### config.mk
export PLATFORM = sky130hd
export DESIGN_NAME = seven_segment_capture
export DESIGN_NICKNAME = d
export VERILOG_FILES = /design/src/rtl/seven_segment_pkg.sv /design/src/rtl/seven_segment_decoder.sv /design/src/rtl/seven_segment_capture.sv
export SDC_FILE = /design/constraint.sdc
export NUM_CORES = 1
export LEC_CHECK = 0
export BUFFER_PORTS_ARGS = -buffer_cell sky130_fd_sc_hd__buf_2
export CAP_MARGIN = 20
export CORE_MARGIN = 3
export CORE_UTILIZATION = 41
export CTS_CLUSTER_SIZE = 10
export DETAILED_ROUTE_END_ITERATION = 8
export PLACE_DENSITY = 0.69
export REMOVE_ABC_BUFFERS = 1
export SYNTH_ARGS = -nofsm -noshare
export SYNTH_HDL_FRONTEND = slang
export SYNTH_SLANG_ARGS = --single-unit
### constraint.sdc
create_clock -name clk -period 4.6 [get_ports clk]
set_input_delay 0.23 -clock clk [delete_from_list [all_inputs] [get_ports clk]]
set_output_delay 0.23 -clock clk [all_outputs]
set_load 0.1 [all_outputs]
### src/rtl/seven_segment_pkg.sv
// rtl/seven_segment_pkg.sv - shared glyph table and state enum for seven-segment capture
package seven_segment_pkg;

   typedef enum logic {st_collect, st_publish} state_t;

   // a..g patterns, index = hex value; bit6 = a, bit0 = g
   localparam logic [6:0] glyph [16] = '{
      7'b1111110, 7'b0110000, 7'b1101101, 7'b1111001,
      7'b0110011, 7'b1011011, 7'b1011111, 7'b1110000,
      7'b1111111, 7'b1111011, 7'b1110111, 7'b0011111,
      7'b1001110, 7'b0111101, 7'b1001111, 7'b1000111
   };

endpackage

### src/rtl/seven_segment_decoder.sv
// rtl/seven_segment_decoder.sv - combinational a..g pattern to hex nibble decoder
import seven_segment_pkg::*;

module seven_segment_decoder (
   input  logic [6:0] seg,
   output logic [3:0] nibble,
   output logic       err
);

   // unknown patterns, including blank, decode to 0 flagged as error
   always_comb begin
      nibble = '0;
      err    = 1'b1;
      for (int i = 0; i < 16; i++) begin
         if (seg == glyph[i]) begin
            nibble = 4'(i);
            err    = 1'b0;
         end
      end
   end

endmodule

### src/rtl/seven_segment_capture.sv
// rtl/seven_segment_capture.sv - captures a multiplexed seven-segment display into hex frames
import seven_segment_pkg::*;

module seven_segment_capture #(
   parameter int w_digit       = 8,
   parameter int stable_cycles = 4
) (
   input  logic                   clk,
   input  logic                   rst,
   input  logic [7:0]             abcdefgh,
   input  logic [w_digit-1:0]     digit,
   output logic [4*w_digit-1:0]   frame,
   output logic [w_digit-1:0]     frame_dp,
   output logic [w_digit-1:0]     frame_err,
   output logic                   frame_valid,
   output logic                   multi_hot_err
);

   logic [w_digit-1:0]   dig_q, dig_p;
   logic [7:0]           seg_q, seg_p;
   logic [7:0]           cnt;
   logic [4*w_digit-1:0] shadow_nib;
   logic [w_digit-1:0]   shadow_dp, shadow_err, seen, seen_n;
   state_t               state, state_n;

   logic       same, at_point, one_hot, any_hot, capture;
   logic [3:0] dec_nib;
   logic       dec_err;

   seven_segment_decoder u_decoder (
      .seg    (seg_q[7:1]),
      .nibble (dec_nib),
      .err    (dec_err)
   );

   assign same     = (dig_q == dig_p) && (seg_q == seg_p);
   // capture fires on the edge where the counter reaches stable_cycles-1
   assign at_point = same && (cnt == 8'(stable_cycles - 2));
   assign any_hot  = (dig_q != '0);
   assign one_hot  = any_hot && ((dig_q & (dig_q - w_digit'(1))) == '0);
   assign capture  = at_point && one_hot;

   always_comb begin
      state_n = state;
      case (state)
         st_collect: if (&seen) state_n = st_publish;
         st_publish: state_n = st_collect;
         default:    state_n = st_collect;
      endcase
   end

   // a capture landing in PUBLISH starts the next frame's mask
   always_comb begin
      seen_n = (state == st_publish) ? '0 : seen;
      if (capture) seen_n = seen_n | dig_q;
   end

   always_ff @(posedge clk or negedge rst) begin
      if (!rst) begin
         dig_q <= '0;
         dig_p <= '0;
         seg_q <= '0;
         seg_p <= '0;
         cnt   <= '0;
      end else begin
         dig_q <= digit;
         seg_q <= abcdefgh;
         dig_p <= dig_q;
         seg_p <= seg_q;
         if (!same)
            cnt <= '0;
         else if (cnt < 8'(stable_cycles))
            cnt <= cnt + 8'd1;
      end
   end

   always_ff @(posedge clk or negedge rst) begin
      if (!rst) begin
         state         <= st_collect;
         seen          <= '0;
         shadow_nib    <= '0;
         shadow_dp     <= '0;
         shadow_err    <= '0;
         multi_hot_err <= 1'b0;
      end else begin
         state <= state_n;
         seen  <= seen_n;
         if (at_point && any_hot && !one_hot)
            multi_hot_err <= 1'b1;
         for (int i = 0; i < w_digit; i++) begin
            if (capture && dig_q[i]) begin
               shadow_nib[4*i +: 4] <= dec_nib;
               shadow_dp[i]         <= seg_q[0];
               shadow_err[i]        <= dec_err;
            end
         end
      end
   end

   always_ff @(posedge clk or negedge rst) begin
      if (!rst) begin
         frame       <= '0;
         frame_dp    <= '0;
         frame_err   <= '0;
         frame_valid <= 1'b0;
      end else begin
         frame_valid <= (state == st_publish);
         if (state == st_publish) begin
            frame     <= shadow_nib;
            frame_dp  <= shadow_dp;
            frame_err <= shadow_err;
         end
      end
   end

endmodule

# Yosys cells after proc, flatten, opt, wreduce, memory -nomap -nowiden
# Cells that the tools add are included.
# totals
wordCells	117
ff_bits	147
# classes
bitwise_logic	3
eq_ne	20
reduce_logical	18
order_cmp	1
add_sub_neg	2
muxes	37
# ops
operator	count
$eq 7x7->1 const B	12
$mux 4	8
$mux 8	4
$eq 7x6->1 const B	3
$mux 1	18
$eq 8x8->1	2
$logic_and 1x1->1	14
$mux 3	4
$add 8x1->8 const B	1
$and 8x8->8	1
$eq 8x2->1 const B	1
$logic_not 8->1	1
$lt 8x3->1 const B	1
$or 8x8->8	1
$reduce_and 8->1	1
$reduce_bool 8->1	1
$sub 8x1->8 const B	1
$eq 7x5->1 const B	1
$mux 2	2
$ne 2x1->1 const B	1
$pmux 1 s2	1
$logic_not 1->1	1
$not 1->1	1

# Depth between registers and ports, before layout
# depth
ltp_word	17
ltp_mapped	7

# Hierarchy
# Synthesis repeated with hierarchy kept, for this count alone.
# hier_totals
hier_cells	390
area_unflattened_um2	5890.6
# by_module_without_submodules
module	instances	area_per_inst_um2	seq_area_each_um2	cells_per_inst
seven_segment_capture	1	5484.0	3678.5	329
seven_segment_decoder	1	406.6	0.0	61

# Worst setup path before layout
# OpenSTA, ideal clock, no wires.
# synth_path
path_type	register to register
startpoint	reg seg_q[0]
endpoint	reg shadow_dp[6]
setup_slack_ps	2099
setup_time_ps	125
path_buffers	2
period_less_slack_ps	2501
stages_incl_launch_ff	8
t_arrival_ps	2376
required_ps	4475
path_cell_list	dfrtp_1 clkbuf_1 xor2_1 nor4_1 nand4_2 buf_6 nor4_4 mux2_2
# synth_via
elab_chain_len	5
# synth_rtl
element	line	text
from (decl)	seven_segment_capture.sv:20	logic [7:0] seg_q, seg_p;
from (signal assigned)	seven_segment_capture.sv:67	seg_q <= abcdefgh;
$eq 8x8->1	seven_segment_capture.sv:36	assign same = (dig_q == dig_p) && (seg_q == seg_p);
$logic_and 1x1->1	seven_segment_capture.sv:36	
$logic_and 1x1->1	seven_segment_capture.sv:38	assign at_point = same && (cnt == 8'(stable_cycles - 2));
$logic_and 1x1->1	seven_segment_capture.sv:41	assign capture = at_point && one_hot;
$logic_and 1x1->1	seven_segment_capture.sv:91	if (capture && dig_q[i]) begin
to (signal, indexed assignment)	seven_segment_capture.sv:93	shadow_dp[i] <= seg_q[0];
to (decl)	seven_segment_capture.sv:23	logic [w_digit-1:0] shadow_dp, shadow_err, seen, seen_n;
# Parallel ways exist; a longest one is shown, timed or not.
# A chain may end at the register's enable or synchronous reset.

# Final worst setup path
# layout_path
startpoint	reg seg_q[3]
endpoint	reg shadow_nib[29]
# layout_via
elab_chain_len	15
word_cells_on_any_way	33
cone_classes	eq/ne (15); mux (14); reduce/logical (4)
# layout_rtl
element	line	text
$eq 7x7->1	seven_segment_decoder.sv:15	if (seg == glyph[i]) begin
$mux 2 (2 in series)	seven_segment_decoder.sv:15	
$mux 3 (4 in series)	seven_segment_decoder.sv:15	
$mux 4 (8 in series)	seven_segment_decoder.sv:15	
to (signal, indexed assignment)	seven_segment_capture.sv:92	shadow_nib[4*i +: 4] <= dec_nib;
to (decl)	seven_segment_capture.sv:22	logic [4*w_digit-1:0] shadow_nib;
# Parallel ways exist; a longest one is shown, timed or not.

==> impl_metrics.toml <==
[route]
dr.first_iter.drc_count = 125
wl_um = 11500
drc = 0
drtPass1Iterations = 4
wire_per_inst_um = 16.4
vias = 3521
vias_per_cell = 5.02
ant_nets = 0

[power]
power.density_nw_per_um2 = 384
p_leak_nw = 3.57
vdd_drop_max_mv = 0.215

[sta]
fmax_mhz = 308
max_slew_margin = 0.392
setup-tns-final_ns = 0
hold_viol = 0
fin_crit_sh = 0.705
hold-worst-slack_ns = 0.460
tightest_slew_ns = 0.908
final.setup.worst_slack_ns = 1.36
fin_skew_ns = 0.00763
fin_crit_ns = 3.24
final-setup-viol-count = 0
drv_slew = 0
rsz0062_at_grt = "no"

[synth]
ys_seq_area_frac = 0.619
synth_top_area_frac = 0.619
synth.distinct_cells = 52
yosysTopAreaCell = "dfrtp_1"
ys_async_sr_fraction = 1.00
syn-mean-instance-area_um2 = 14.2
synth-main-ff-cell = "dfrtp_1"
synth-edff-count = 0
yosys_warnings = 0
synth_area_leaders = "dfrtp_1, mux2_2, nor4_4"
synthesis.area_um2 = 5950
syn_inst = 420
yosys_register_bits = 147

[cts]
clock_sinks = 147
clk_latency_ns = 0.42
ctsResizeCount = 0
cts_tree = "yes"
htree_levels = 4
clock_path_buffers = 2
root_buffer = "clkbuf_16"
postCtsSetupBuffers = 0
clk_pin_slew_ns = 0.06
hold_buffers = 17
cts_buffers = 17

[grt]
grt_max_degree = 95
antenna_found_initial = 0
grt_pass1_wl_um = 19500
gr-total-overflow = 0
grt_use_total = 0.154
grt_pass1_vias = 3736

[placed_design]
dp_worst_setup_slack_ns = 1.32
dp_hpwl_um = 7510
portBuffers = 67
gp_congestion = 0.833

[die]
num_rows = 43
pin_count = 68
coreArea_um2 = 14000
initial_core_util = 0.423
die_w_um = 126
dieArea_um2 = 16000
fp.dieH_um = 126

[final_layout]
drive_gt1_frac = 0.397
n_fill_cell = 1165
syn2layout_area_growth_pct = 21.5
fin_util = 0.515
final_common_cell = "dfrtp_1"
n_antenna_cell = 0
num-nets-final = 528
final_cell_mix = "dfrtp_1, mux2_2, buf_2"

[critical_path]
critPathLaunchType = "flip-flop"
path_class = "flip-flop to flip-flop"
required_ns = 4.90
crit_fanout = 17
cp.arrival_ns = 3.54
end_kind = "flip-flop"

[hold_path]
holdCritPathClass = "primary input to flip-flop"

[job]
drv_cap = 0

[status]
status = "finished, final reports clean"
==> cells in the mapped netlist, drive strengths merged, types with 4 or more instances <==
library cell and instances:
a21o 8, a21oi 5, buf 6, clkbuf 12, dfrtp 147, inv 24, mux2 80, mux2i 16
nand2 16, nand3 8, nand4 5, nor2 17, nor3 4, nor4 14, xor2 17
==> state kept, by name, indices dropped and copies added, names as in the netlist <==
register,flops
frame,32
shadow_nib,32
cnt,8
dig_p,8
dig_q,8
frame_dp,8
frame_err,8
seen,8
seg_p,8
seg_q,8
shadow_dp,8
shadow_err,8
frame_valid,1
multi_hot_err,1
state,1
==> metrics by stage <==
| step | power (W) | instances | cell area (µm²) |
|---|---|---|---|
| final | 0.00278 | 701 | 7230 |
| after global routing | 0.00287 | 701 | 7230 |
| after CTS | 0.00280 | 701 | 7230 |
| after detailed placement | 0.00143 | 652 | 6470 |
| after global placement | 0.00143 | 651 | 6450 |
| after floorplan | 0.00139 | 402 | 5870 |
==> report_power, final <==
part | switching (W) | total [W] | internal [W] | leakage, nW
Clock | 0.000525 | 0.00135 | 0.000830 | 0.277
Combinational | 0.0000543 | 0.0000884 | 0.0000341 | 1.32
Sequential | 0.0000249 | 0.00133 | 0.00131 | 1.98
==> worst max-delay path, stage by stage, from the launching register on <==
cell	delay [ns]
dfrtp_1	0.53
xor2_1	0.23
nor4_1	0.39
nand4_2	0.68
nor4_4	0.88
mux2_2	0.41
==> cell type report <==
type / instances / area, µm² / area share
multi-input combinational: 231 / 2100 / 0.290
tap: 180 / 225 / 0.0312
sequential: 147 / 3680 / 0.509
timing repair buffer: 87 / 547 / 0.0757
inverter: 24 / 90.1 / 0.0125
clock inverter: 11 / 126 / 0.0175
clock buffer: 21 / 460 / 0.0637
==> cell families (layout without fill, tap and decap cells) <==
| kind of cell | count (synthesis) | count (layout) | synth area share |
|---|---|---|---|
| simple gates | 84 | 84 | 0.0979 |
| mux | 96 | 96 | 0.178 |
| xor+xnor | 18 | 18 | 0.0278 |
| compound gates | 30 | 30 | 0.0429 |
| fa+ha+maj | 3 | 3 | 0.00589 |
| flops | 147 | 147 | 0.619 |
| buf+inv | 42 | 143 | 0.0284 |
==> path summary, 6_finish.rpt <==
kind	end	start	slack, ns	cells after the start
worst max-delay path	shadow_nib[29]	seg_q[3]	1.36	5
worst min-delay path	dig_q[0]	digit[0]	0.46	2
worst max register to register	shadow_nib[29]	seg_q[3]	1.36	5
worst min register to register	multi_hot_err	multi_hot_err	0.47	1
max in group asynchronous	state	rst	2.90	3
min in group asynchronous	frame[9]	rst	0.47	2
==> routing by layer <==
layer  track usage  part of all wire
met3        0.0476             0.035
met5             0                 0
met4        0.0505            0.0091
met2         0.243              0.48
met1         0.204              0.47
Power figures use the tool's default switching activity.
